===== src/rtl/data_cache_if.sv =====
// Bus bundle between the pipeline memory stage, the data cache and the byte-addressed data memory.
// The slave modport is the cache side; master is the pipeline-plus-memory side that surrounds it.
interface data_cache_if #(
  parameter int WIDTH = 32
);
  // Stall semantics: while stall is high the pipeline holds cpu_re, cpu_we,
  // cpu_mem_type, cpu_addr and cpu_wd stable; an access completes on the first
  // rising edge at which stall is low. The memory answers mem_rd combinationally.
  logic             cpu_re;
  logic             cpu_we;
  logic             cpu_mem_type;
  logic [WIDTH-1:0] cpu_addr;
  logic [WIDTH-1:0] cpu_wd;
  logic [WIDTH-1:0] cpu_rd;
  logic             stall;
  logic             mem_we;
  logic             mem_mem_type;
  logic [WIDTH-1:0] mem_addr;
  logic [WIDTH-1:0] mem_wd;
  logic [WIDTH-1:0] mem_rd;

  modport master (
    output cpu_re, cpu_we, cpu_mem_type, cpu_addr, cpu_wd, mem_rd,
    input  cpu_rd, stall, mem_we, mem_mem_type, mem_addr, mem_wd
  );

  modport slave (
    input  cpu_re, cpu_we, cpu_mem_type, cpu_addr, cpu_wd, mem_rd,
    output cpu_rd, stall, mem_we, mem_mem_type, mem_addr, mem_wd
  );
endinterface


===== src/rtl/data_cache.sv =====
// Direct-mapped, write-through, no-write-allocate data cache with one word per line.
// Optional hit/miss counters are built when DCACHE_STATS_EN is defined.
module data_cache #(
  parameter int WIDTH    = 32,
  parameter int IDX_BITS = 3
) (
  input  logic         clk,
  input  logic         rst,
  data_cache_if.slave  bus,
  output logic         dbg_state
`ifdef DCACHE_STATS_EN
  ,
  output logic [31:0]  hit_count,
  output logic [31:0]  miss_count
`endif
);

  localparam int SETS  = 2 ** IDX_BITS;
  localparam int TAG_W = WIDTH - IDX_BITS - 2;

  typedef enum logic {IDLE = 1'b0, FETCH = 1'b1} state_t;

  state_t state, state_nxt;

  logic [SETS-1:0]     valid_q;
  logic [TAG_W-1:0]    tag_q  [SETS];
  logic [WIDTH-1:0]    data_q [SETS];

  logic [1:0]          off;
  logic [IDX_BITS-1:0] idx;
  logic [TAG_W-1:0]    tag;
  logic                is_store;
  logic                is_load;
  logic                cacheable;
  logic                hit;
  logic [WIDTH-1:0]    line;
  logic [7:0]          lane;
  logic                fill_en;
  logic                wr_hit_en;

  assign off       = bus.cpu_addr[1:0];
  assign idx       = bus.cpu_addr[IDX_BITS+1:2];
  assign tag       = bus.cpu_addr[WIDTH-1:IDX_BITS+2];
  assign is_store  = bus.cpu_we;
  assign is_load   = bus.cpu_re & ~bus.cpu_we;
  assign cacheable = bus.cpu_mem_type | (off == 2'b00);
  assign hit       = valid_q[idx] && (tag_q[idx] == tag);
  assign line      = data_q[idx];
  assign lane      = line[{off, 3'b000} +: 8];
  assign dbg_state = state;

  always_comb begin
    state_nxt        = state;
    bus.stall        = 1'b0;
    bus.mem_we       = 1'b0;
    bus.mem_mem_type = bus.cpu_mem_type;
    bus.mem_addr     = bus.cpu_addr;
    bus.mem_wd       = bus.cpu_wd;
    bus.cpu_rd       = '0;
    fill_en          = 1'b0;
    wr_hit_en        = 1'b0;

    if (state == FETCH) begin
      bus.stall        = 1'b1;
      bus.mem_mem_type = 1'b0;
      bus.mem_addr     = {bus.cpu_addr[WIDTH-1:2], 2'b00};
      fill_en          = 1'b1;
      state_nxt        = IDLE;
    end else if (is_store) begin
      bus.mem_we = 1'b1;
      wr_hit_en  = cacheable && hit;
    end else if (is_load) begin
      if (!cacheable) begin
        bus.cpu_rd = bus.mem_rd;
      end else if (hit) begin
        bus.cpu_rd = bus.cpu_mem_type ? {{(WIDTH-8){1'b0}}, lane} : line;
      end else begin
        bus.stall = 1'b1;
        state_nxt = FETCH;
      end
    end

    // Reset wins over everything: quiet outputs and no array updates.
    if (rst) begin
      bus.stall  = 1'b0;
      bus.mem_we = 1'b0;
      bus.cpu_rd = '0;
      fill_en    = 1'b0;
      wr_hit_en  = 1'b0;
      state_nxt  = IDLE;
    end
  end

  always_ff @(posedge clk) begin
    if (rst) begin
      state   <= IDLE;
      valid_q <= '0;
    end else begin
      state <= state_nxt;
      if (fill_en) valid_q[idx] <= 1'b1;
    end
  end

  // Tag/data arrays carry no reset; valid_q alone decides whether they mean anything.
  always_ff @(posedge clk) begin
    if (fill_en) begin
      tag_q[idx]  <= tag;
      data_q[idx] <= bus.mem_rd;
    end else if (wr_hit_en) begin
      if (bus.cpu_mem_type) data_q[idx][{off, 3'b000} +: 8] <= bus.cpu_wd[7:0];
      else                  data_q[idx] <= bus.cpu_wd;
    end
  end

`ifdef DCACHE_STATS_EN
  // The cycle right after a fill completes a load that already counted as a miss.
  logic just_filled;

  always_ff @(posedge clk) begin
    if (rst) begin
      hit_count   <= '0;
      miss_count  <= '0;
      just_filled <= 1'b0;
    end else begin
      just_filled <= fill_en;
      if (state == IDLE && is_load && cacheable && hit && !just_filled)
        hit_count <= hit_count + 32'd1;
      if (state == IDLE && state_nxt == FETCH)
        miss_count <= miss_count + 32'd1;
    end
  end
`endif

endmodule

===== src/flat_wrapper.sv =====
// flat-port wrapper written by rule: the top's interface ports become plain ports
module data_cache_flat 
#(
  parameter int WIDTH    = 32,
  parameter int IDX_BITS = 3
)
  (clk, rst, dbg_state, bus_cpu_re, bus_cpu_we, bus_cpu_mem_type, bus_cpu_addr, bus_cpu_wd, bus_mem_rd, bus_cpu_rd, bus_stall, bus_mem_we, bus_mem_mem_type, bus_mem_addr, bus_mem_wd);
  data_cache_if #(.WIDTH(WIDTH)) bus_i ();
  input  logic clk;
  input  logic rst;
  output logic dbg_state;
  input wire logic [$bits(bus_i.cpu_re)-1:0] bus_cpu_re;
  input wire logic [$bits(bus_i.cpu_we)-1:0] bus_cpu_we;
  input wire logic [$bits(bus_i.cpu_mem_type)-1:0] bus_cpu_mem_type;
  input wire logic [$bits(bus_i.cpu_addr)-1:0] bus_cpu_addr;
  input wire logic [$bits(bus_i.cpu_wd)-1:0] bus_cpu_wd;
  input wire logic [$bits(bus_i.mem_rd)-1:0] bus_mem_rd;
  output wire logic [$bits(bus_i.cpu_rd)-1:0] bus_cpu_rd;
  output wire logic [$bits(bus_i.stall)-1:0] bus_stall;
  output wire logic [$bits(bus_i.mem_we)-1:0] bus_mem_we;
  output wire logic [$bits(bus_i.mem_mem_type)-1:0] bus_mem_mem_type;
  output wire logic [$bits(bus_i.mem_addr)-1:0] bus_mem_addr;
  output wire logic [$bits(bus_i.mem_wd)-1:0] bus_mem_wd;
  assign bus_i.cpu_re = bus_cpu_re;
  assign bus_i.cpu_we = bus_cpu_we;
  assign bus_i.cpu_mem_type = bus_cpu_mem_type;
  assign bus_i.cpu_addr = bus_cpu_addr;
  assign bus_i.cpu_wd = bus_cpu_wd;
  assign bus_i.mem_rd = bus_mem_rd;
  assign bus_cpu_rd = bus_i.cpu_rd;
  assign bus_stall = bus_i.stall;
  assign bus_mem_we = bus_i.mem_we;
  assign bus_mem_mem_type = bus_i.mem_mem_type;
  assign bus_mem_addr = bus_i.mem_addr;
  assign bus_mem_wd = bus_i.mem_wd;
  data_cache #(.WIDTH(WIDTH), .IDX_BITS(IDX_BITS)) u_core (.clk(clk), .rst(rst), .bus(bus_i), .dbg_state(dbg_state));
endmodule

===== config.mk =====
export PLATFORM = sky130hd
export DESIGN_NAME = data_cache_flat
export DESIGN_NICKNAME = d
export VERILOG_FILES = /design/src/rtl/data_cache_if.sv /design/src/rtl/data_cache.sv /design/src/flat_wrapper.sv
export SDC_FILE = /design/constraint.sdc
export NUM_CORES = 1
export LEC_CHECK = 0
export CAP_MARGIN = 20
export CORE_MARGIN = 5
export CORE_UTILIZATION = 64
export CTS_BUF_LIST = sky130_fd_sc_hd__clkbuf_8
export DETAILED_ROUTE_END_ITERATION = 7
export GPL_TIMING_DRIVEN = 0
export MAX_ROUTING_LAYER = met4
export PLACE_DENSITY = 0.86
export SYNTH_ARGS = -nofsm -noshare
export SYNTH_HDL_FRONTEND = slang
export SYNTH_SLANG_ARGS = --single-unit
export TNS_END_PERCENT = 50

===== constraint.sdc =====
create_clock -name clk -period 11.8 [get_ports clk]
set_input_delay 2.95 -clock clk [delete_from_list [all_inputs] [get_ports clk]]
set_output_delay 2.95 -clock clk [all_outputs]
set_load 0.01 [all_outputs]

==> qor.yml, run 1 <==
status: "finished clean"
dp_cells: 2070
cp-start-kind: "primary input"
h-tree-depth: 3
reg2reg_from: "u_core.tag_q[5][5]"
path_class: "primary input to output port"
hold_slack_ns: 0.481
ys_ff_latch: 481
p_switching_uw: 817
slew_violations: 0
min_period_ns: 11.26
grt_use_met1_pct: 47.3
whs_path_depth: 2
powerDensity_mw_per_mm2: 137
ios: 201
synth.area.top_cells: "edfxtp_1 68%, mux2i_1 3.2%, buf_4 2.8%"
share_seq_of_total_power_pct: 54.5
crit_arrival_ns: 8.31
seq_area_frac_synth_pct: 68.5
grtUsageTotal_pct: 35.1
numCtsBuffers: 73
core-area_sq_mm: 0.0325
peakVddDrop_mv: 0.102
synthTopCellsByCount: "472 x edfxtp_1, 79 x buf_4, 71 x nand2_1"
worstRegToRegCells: 10
crit_chain: "clkdlybuf4s50_1 > buf_4 > buf_2 > buf_2 > buf_1 > clkbuf_1 > o21ai_0 > a21boi_0 > nor2_1 > o21ai_0 > a211o_1 > a21oi_1 > clkdlybuf4s50_1"
synth_ff_type: "edfxtp_1"
port-buffer-count: 199
synth_area_leader_cell: "edfxtp_1"
holdPathEnd: "u_core.valid_q[4]"
final_nets: 1821
use_met3_pct: 11.8
grt_antenna_before_repair: 1
post-route-period-util_pct: 95.5
setup_tns_ns: 0
syn_area_per_cell_sq_um: 14.8
top_usage_layer: "met2"
synth.net_count: 1525
clock_path_buffers: 3
grt_pass1_wl_um: 91700
finalSetupViolCount: 0
cts_resized: 0
finalInstanceArea_sq_mm: 0.0252
ff2ff_setup_slack_ns: 6.71
synth_area_sq_mm: 0.0210
p_clk_share_pct: 36.1
grt_setup_unrepaired: "false"
synth_top_area_share_pct: 67.6
synth_edf_count: 472
stdcell_count: 2210
gp_congestion: 1.06
path_delay_family: "buffers and inverters"
r2r-end: "u_core.data_q[0][28]"
intPower_mw: 2.63
drc_errors: 0
end_kind: "output port"
yosysWarnings: 0
clk_latency_ns: 0.58
critPathSlowestCell: "a21boi_0"
area_delta_synth_final_pct: 20.2
wirelength_um: 63200
vias_per_cell: 6.81
relSlewSlack_pct: 6.90
hold_viol_final: 0
swShare_pct: 23.7
cts.sinks: 481
die_x_um: 191
multi_input_area_sq_mm: 0.00563
first_iter_violations: 2677
dr.pass1.iters: 6
cts-hold-fix-buffers: 0
grt_max_degree: 23
synthArstFlopShare_pct: 0
regArea_sq_mm: 0.0144
placed_area_sq_mm: 0.0238
clk_pin_slew_ns: 0.07
path_max_fanout: 10
drt.antenna.violating_nets: 0
cp_num_buf_inv: 7
cts_tree: "done"
combPwrFrac_pct: 9.4
leakage_nw: 8.41
syn_inst: 1419
cts_setup_buffers: 0
drive_gt1_share_pct: 16.1
clock.fmax_mhz: 88.8
power_mw: 3.45
cpPeakStageDelay_ns: 0.73
worstPathRequired_ns: 8.85
grt_overflow: 0
die-area_sq_mm: 0.0365
synth.most_common_cell: "edfxtp_1"
die_y_um: 191
routed-via-count: 15100
synth_cell_types: 81
use_met2_pct: 50.9
drv_cap: 0
grt_pass1_vias: 14800
tightestPinTransition_ns: 1.36
clock_skew_ns: 0.0281
hp-class: "register to register"
fillers: 1834
root_buffer: "clkbuf_8"
initial_core_util_pct: 64.6
hp-start: "u_core.valid_q[4]"
wl_per_cell_um: 28.6
rows: 66
place_hpwl_um: 43500
## logic make-up after synthesis
group | count (synthesis) | synth area share, %
flops | 481 | 68.5
compound gates | 361 | 11.7
simple gates | 269 | 6.85
buf+inv | 172 | 4.95
mux | 123 | 7.38
xor+xnor | 8 | 0.334
fa+ha+maj | 5 | 0.298
## placed cells by master (no fill, tap or decap), types with 15 or more instances in the layout
cell type          n
nand2_1           71
a22o_1            18
clkbuf_1          47
nand3_1           15
o21ai_0           58
nor2_1            30
buf_2             17
a22oi_1           65
edfxtp_1         472
nand4_1           22
a21o_1            17
clkinv_1          18
mux4_2            19
inv_1             40
a21oi_1           69
clkdlybuf4s50_1  199
mux2i_1           68
nor3_1            47
buf_4             85
clkbuf_8          77
o22ai_1           44
a221oi_1          15
mux2_2            30
## worst max path at each step
stage / cells past startpoint / start / endpoint
final: 13 / bus_cpu_addr[4] / bus_cpu_rd[7]
after global routing: 13 / bus_cpu_addr[4] / bus_cpu_rd[7]
after CTS: 13 / bus_cpu_addr[4] / bus_cpu_rd[7]
after detailed placement: 13 / bus_cpu_addr[4] / bus_cpu_rd[7]
after global placement: 13 / bus_cpu_addr[4] / bus_cpu_rd[7]
after floorplan: 12 / bus_cpu_addr[3] / bus_cpu_rd[4]
## per-stage QoR
step / setup slack [ns] / util (%)
final: 0.537 / 77.6
after global routing: 0.540 / 77.6
after CTS: 0.752 / 77.3
after detailed placement: 0.771 / 73.3
after global placement: 0.785 / 72.4
after floorplan: 3.30 / -
## registers in the layout, indices dropped and copies added (netlist names)
name / cells
u_core.data_q: 256
u_core.tag_q: 216
u_core.valid_q: 8
u_core.dbg_state: 1
## power groups by stage
stage               Clock [mW]  Sequential [mW]  Combinational [mW]
floorplan                    0             1.92               0.157
global placement             0             1.92               0.301
detailed placement           0             1.92               0.310
CTS                       1.24             1.88               0.312
global route              1.32             1.88               0.335
finish                    1.25             1.88               0.324
## cell type report
class | count | share of cell area (%)
Tap cell | 442 | 2.20
Inverter | 18 | 0.268
Multi-Input combinational cell | 766 | 22.4
Clock inverter | 51 | 0.988
Sequential cell | 481 | 57.0
Clock buffer | 76 | 4.15
Buffer | 154 | 3.85
Timing Repair Buffer | 221 | 9.21
Antenna cell | 1 | 0.00993
## worst min-delay path, stage by stage (launching register included)
cell,delay (ns)
dfxtp_1,0.31
inv_1,0.05
o22ai_1,0.07
## layer usage
metal  up-vias  part of all wire [%]  wire length, um
met3       197                    15             9550
met4         0                   3.3             2120
met5         -                     0                0
met2      1359                    46            29000
li1       6221                     -                -
met1      7277                    36            22500
Power figures use the tool's default switching activity.
==> run 2: changes to the inputs <==
- ABC_AREA: not set -> 1
- CORE_MARGIN: 5 -> not set
- CORE_UTILIZATION: 64 -> 65
- CTS_CLUSTER_SIZE: not set -> 12
- PLACE_DENSITY: 0.86 -> 0.87
==> qor.yml, run 2 <==
largest_reg_flops: 256  # unchanged
wl_met3_um: 8160  # -15%
final_common_cell: "nand2_1"
tightestPinTransition_ns: 1.18  # -0.186 ns
gp_congestion: 1.08  # +2.1%
clock.fmax_mhz: 92.0  # +3.6%
cp-start-kind: "primary input"
synthTopCellsByCount: "659 x nand2_1, 472 x edfxtp_1, 306 x inv_1"
cts_resized: 0  # unchanged
hp-start: "u_core.valid_q[3]"
port-buffer-count: 197  # -1.0%
syn_inst: 2249  # +58%
finalSetupViolCount: 0  # unchanged
area_delta_synth_final_pct: 18.3
die_x_um: 188  # -1.6%
syn_area_per_cell_sq_um: 10.0  # -32%
place_hpwl_um: 46200  # +6.3%
h-tree-depth: 3  # unchanged
rows: 67  # +1.5%
setup_tns_ns: 0  # unchanged
grt_overflow: 0  # unchanged
drc_errors: 0  # unchanged
ff2ff_setup_slack_ns: 8.14  # +1.43 ns
fillers: 2021  # +10%
path_class: "primary input to output port"
wl_met2_um: 32400  # +12%
vias_per_cell: 5.98  # -12%
grt_max_degree: 27  # +17%
ys_ff_latch: 481  # unchanged
wl_per_cell_um: 22.3  # -22%
largestRegisters: "u_core.data_q (256), u_core.tag_q (216), u_core.valid_q (8)"
peakVddDrop_mv: 0.0726  # -29%
seq_area_frac_synth_pct: 63.8  # -4.6 points
numCtsBuffers: 74  # +1.4%
die_y_um: 188  # -1.6%
powerDensity_mw_per_mm2: 132  # -3.5%
grt_antenna_before_repair: 1  # unchanged
status: "finished clean"
wirelength_um: 67800  # +7.3%
synthArstFlopShare_pct: 0  # unchanged
synth_top_area_share_pct: 63.0  # -4.6 points
grt_pass1_vias: 18200  # +23%
clk_latency_ns: 0.63  # +0.05 ns
holdPathEnd: "u_core.valid_q[3]"
final_cell_mix: "659 x nand2_1, 472 x edfxtp_1, 332 x inv_1"
cts_tree: "done"
regArea_sq_mm: 0.0144  # unchanged
synth_area_leader_cell: "edfxtp_1"
root_buffer: "clkbuf_8"
synth_cell_types: 45  # -44%
grt_setup_unrepaired: "false"
crit_arrival_ns: 7.92  # -0.39 ns
grt_pass1_wl_um: 102000  # +11%
hold_viol_final: 0  # unchanged
synth_ff_type: "edfxtp_1"
core-area_sq_mm: 0.0338  # +4.1%
final_nets: 2636  # +45%
clk_pin_slew_ns: 0.07  # about the same
clock_path_buffers: 3  # unchanged
leakage_nw: 11.1  # +32%
cts.sinks: 481  # unchanged
first_iter_violations: 2523  # -5.8%
drv_cap: 0  # unchanged
slew_violations: 0  # unchanged
cts-hold-fix-buffers: 0  # unchanged
synth.most_common_cell: "nand2_1"
post-route-period-util_pct: 92.1  # -3.3 points
top_layer_used: "met4"
grtUsageTotal_pct: 39.9  # +4.8 points
r2r-end: "u_core.data_q[5][18]"
worstPathRequired_ns: 8.85  # about the same
synth.net_count: 2355  # +54%
yosysWarnings: 0  # unchanged
regMostFlops: "u_core.data_q"
dr.pass1.iters: 6  # unchanged
end_kind: "output port"
synth.area.top_cells: "edfxtp_1 63%, nand2_1 11%, inv_1 5.1%"
min_period_ns: 10.87  # -0.393 ns
relSlewSlack_pct: 21.3  # +14 points
reg2reg_from: "u_core.tag_q[5][25]"
path_max_fanout: 12  # +2
drive_gt1_share_pct: 10.2  # -5.9 points
hold_slack_ns: 0.549  # +0.0684 ns
synth_area_sq_mm: 0.0225  # +7.3%
hp-class: "register to register"
cts_setup_buffers: 0  # unchanged
routed-via-count: 18200  # +21%
initial_core_util_pct: 66.5  # +2.0 points
drt.antenna.violating_nets: 0  # unchanged
worstRegToRegCells: 15  # +5
synth_edf_count: 472  # unchanged
clock_skew_ns: 0.0215  # -0.00665 ns
whs_path_depth: 2  # unchanged
die-area_sq_mm: 0.0353  # -3.1%
met1_length_um: 23100  # +2.7%
ios: 201  # unchanged
multi_input_area_sq_mm: 0.00599  # +6.4%
-- run 2: per-stage QoR --
step | std cells | setup WS [ns] | instance area, sq um | power [mW] | utilization (%)
final | 3037 | 0.929 | 26600 | 3.52 | 78.7
after global routing | 3037 | 0.941 | 26600 | 3.59 | 78.7
after CTS | 3036 | 1.17 | 26600 | 3.49 | 78.7
after detailed placement | 2902 | 1.19 | 25300 | 2.25 | 74.8
after global placement | 2894 | 1.28 | 25000 | 2.24 | 74.0
after floorplan | 2249 | 3.96 | 22500 | 2.09 | -
-- run 2: cell families (layout without fill, tap and decap cells) --
| group | count (synthesis) | count (layout) | synth area share, % |
|---|---|---|---|
| AO/OA/AOI/OAI | 190 | 190 | 5.51 |
| adder cells (fa/ha/maj) | 5 | 5 | 0.278 |
| buffers and inverters | 492 | 831 | 9.78 |
| flip-flops | 481 | 481 | 63.8 |
| other | 0 | 1 | 0 |
| AND/OR/NAND/NOR | 1081 | 1081 | 20.6 |
-- run 2: critical path, stage by stage --
cell	delay, ns
clkdlybuf4s50_1	0.55
clkbuf_1	0.37
inv_1	0.22
clkbuf_1	0.41
ha_1	0.36
nor2_1	0.89
clkinv_1	0.69
nand3_2	0.38
nor2_4	0.11
buf_2	0.22
nand2_1	0.11
a21oi_1	0.11
clkdlybuf4s50_1	0.53
-- run 2: worst max-delay path by stage --
stage,from,to,slack (ns),depth (start not counted)
2_1_floorplan,bus_cpu_addr[3],bus_cpu_rd[6],3.96,16
3_3_place_gp,bus_cpu_addr[0],bus_cpu_rd[31],1.28,13
3_5_place_dp,bus_cpu_addr[0],bus_cpu_rd[31],1.19,13
4_1_cts,bus_cpu_addr[0],bus_cpu_rd[31],1.17,13
5_1_grt,bus_cpu_addr[0],bus_cpu_rd[31],0.94,13
6_report,bus_cpu_addr[0],bus_cpu_rd[31],0.93,13
-- run 2: final cells by class --
type	count	area share, %
Multi-Input combinational cell	1276	22.5
Buffer	157	3.53
Clock buffer	76	3.93
Inverter	335	4.74
Tap cell	448	2.11
Sequential cell	481	54.0
Antenna cell	1	0.00941
Clock inverter	58	1.07
Timing Repair Buffer	205	8.10
-- run 2: per-layer routing --
layer / track usage (%) / vias up
li1: - / 8007
met1: 47.8 / 8272
met2: 63.4 / 1590
met3: 7.32 / 287
met4: 23.3 / 0
met5: - / -
-- run 2: report_power, final --
group	leakage, nW	internal, mW	switching (mW)
registers	4.32	1.88	0.00154
logic	6.03	0.126	0.225
clock network	0.773	0.625	0.659
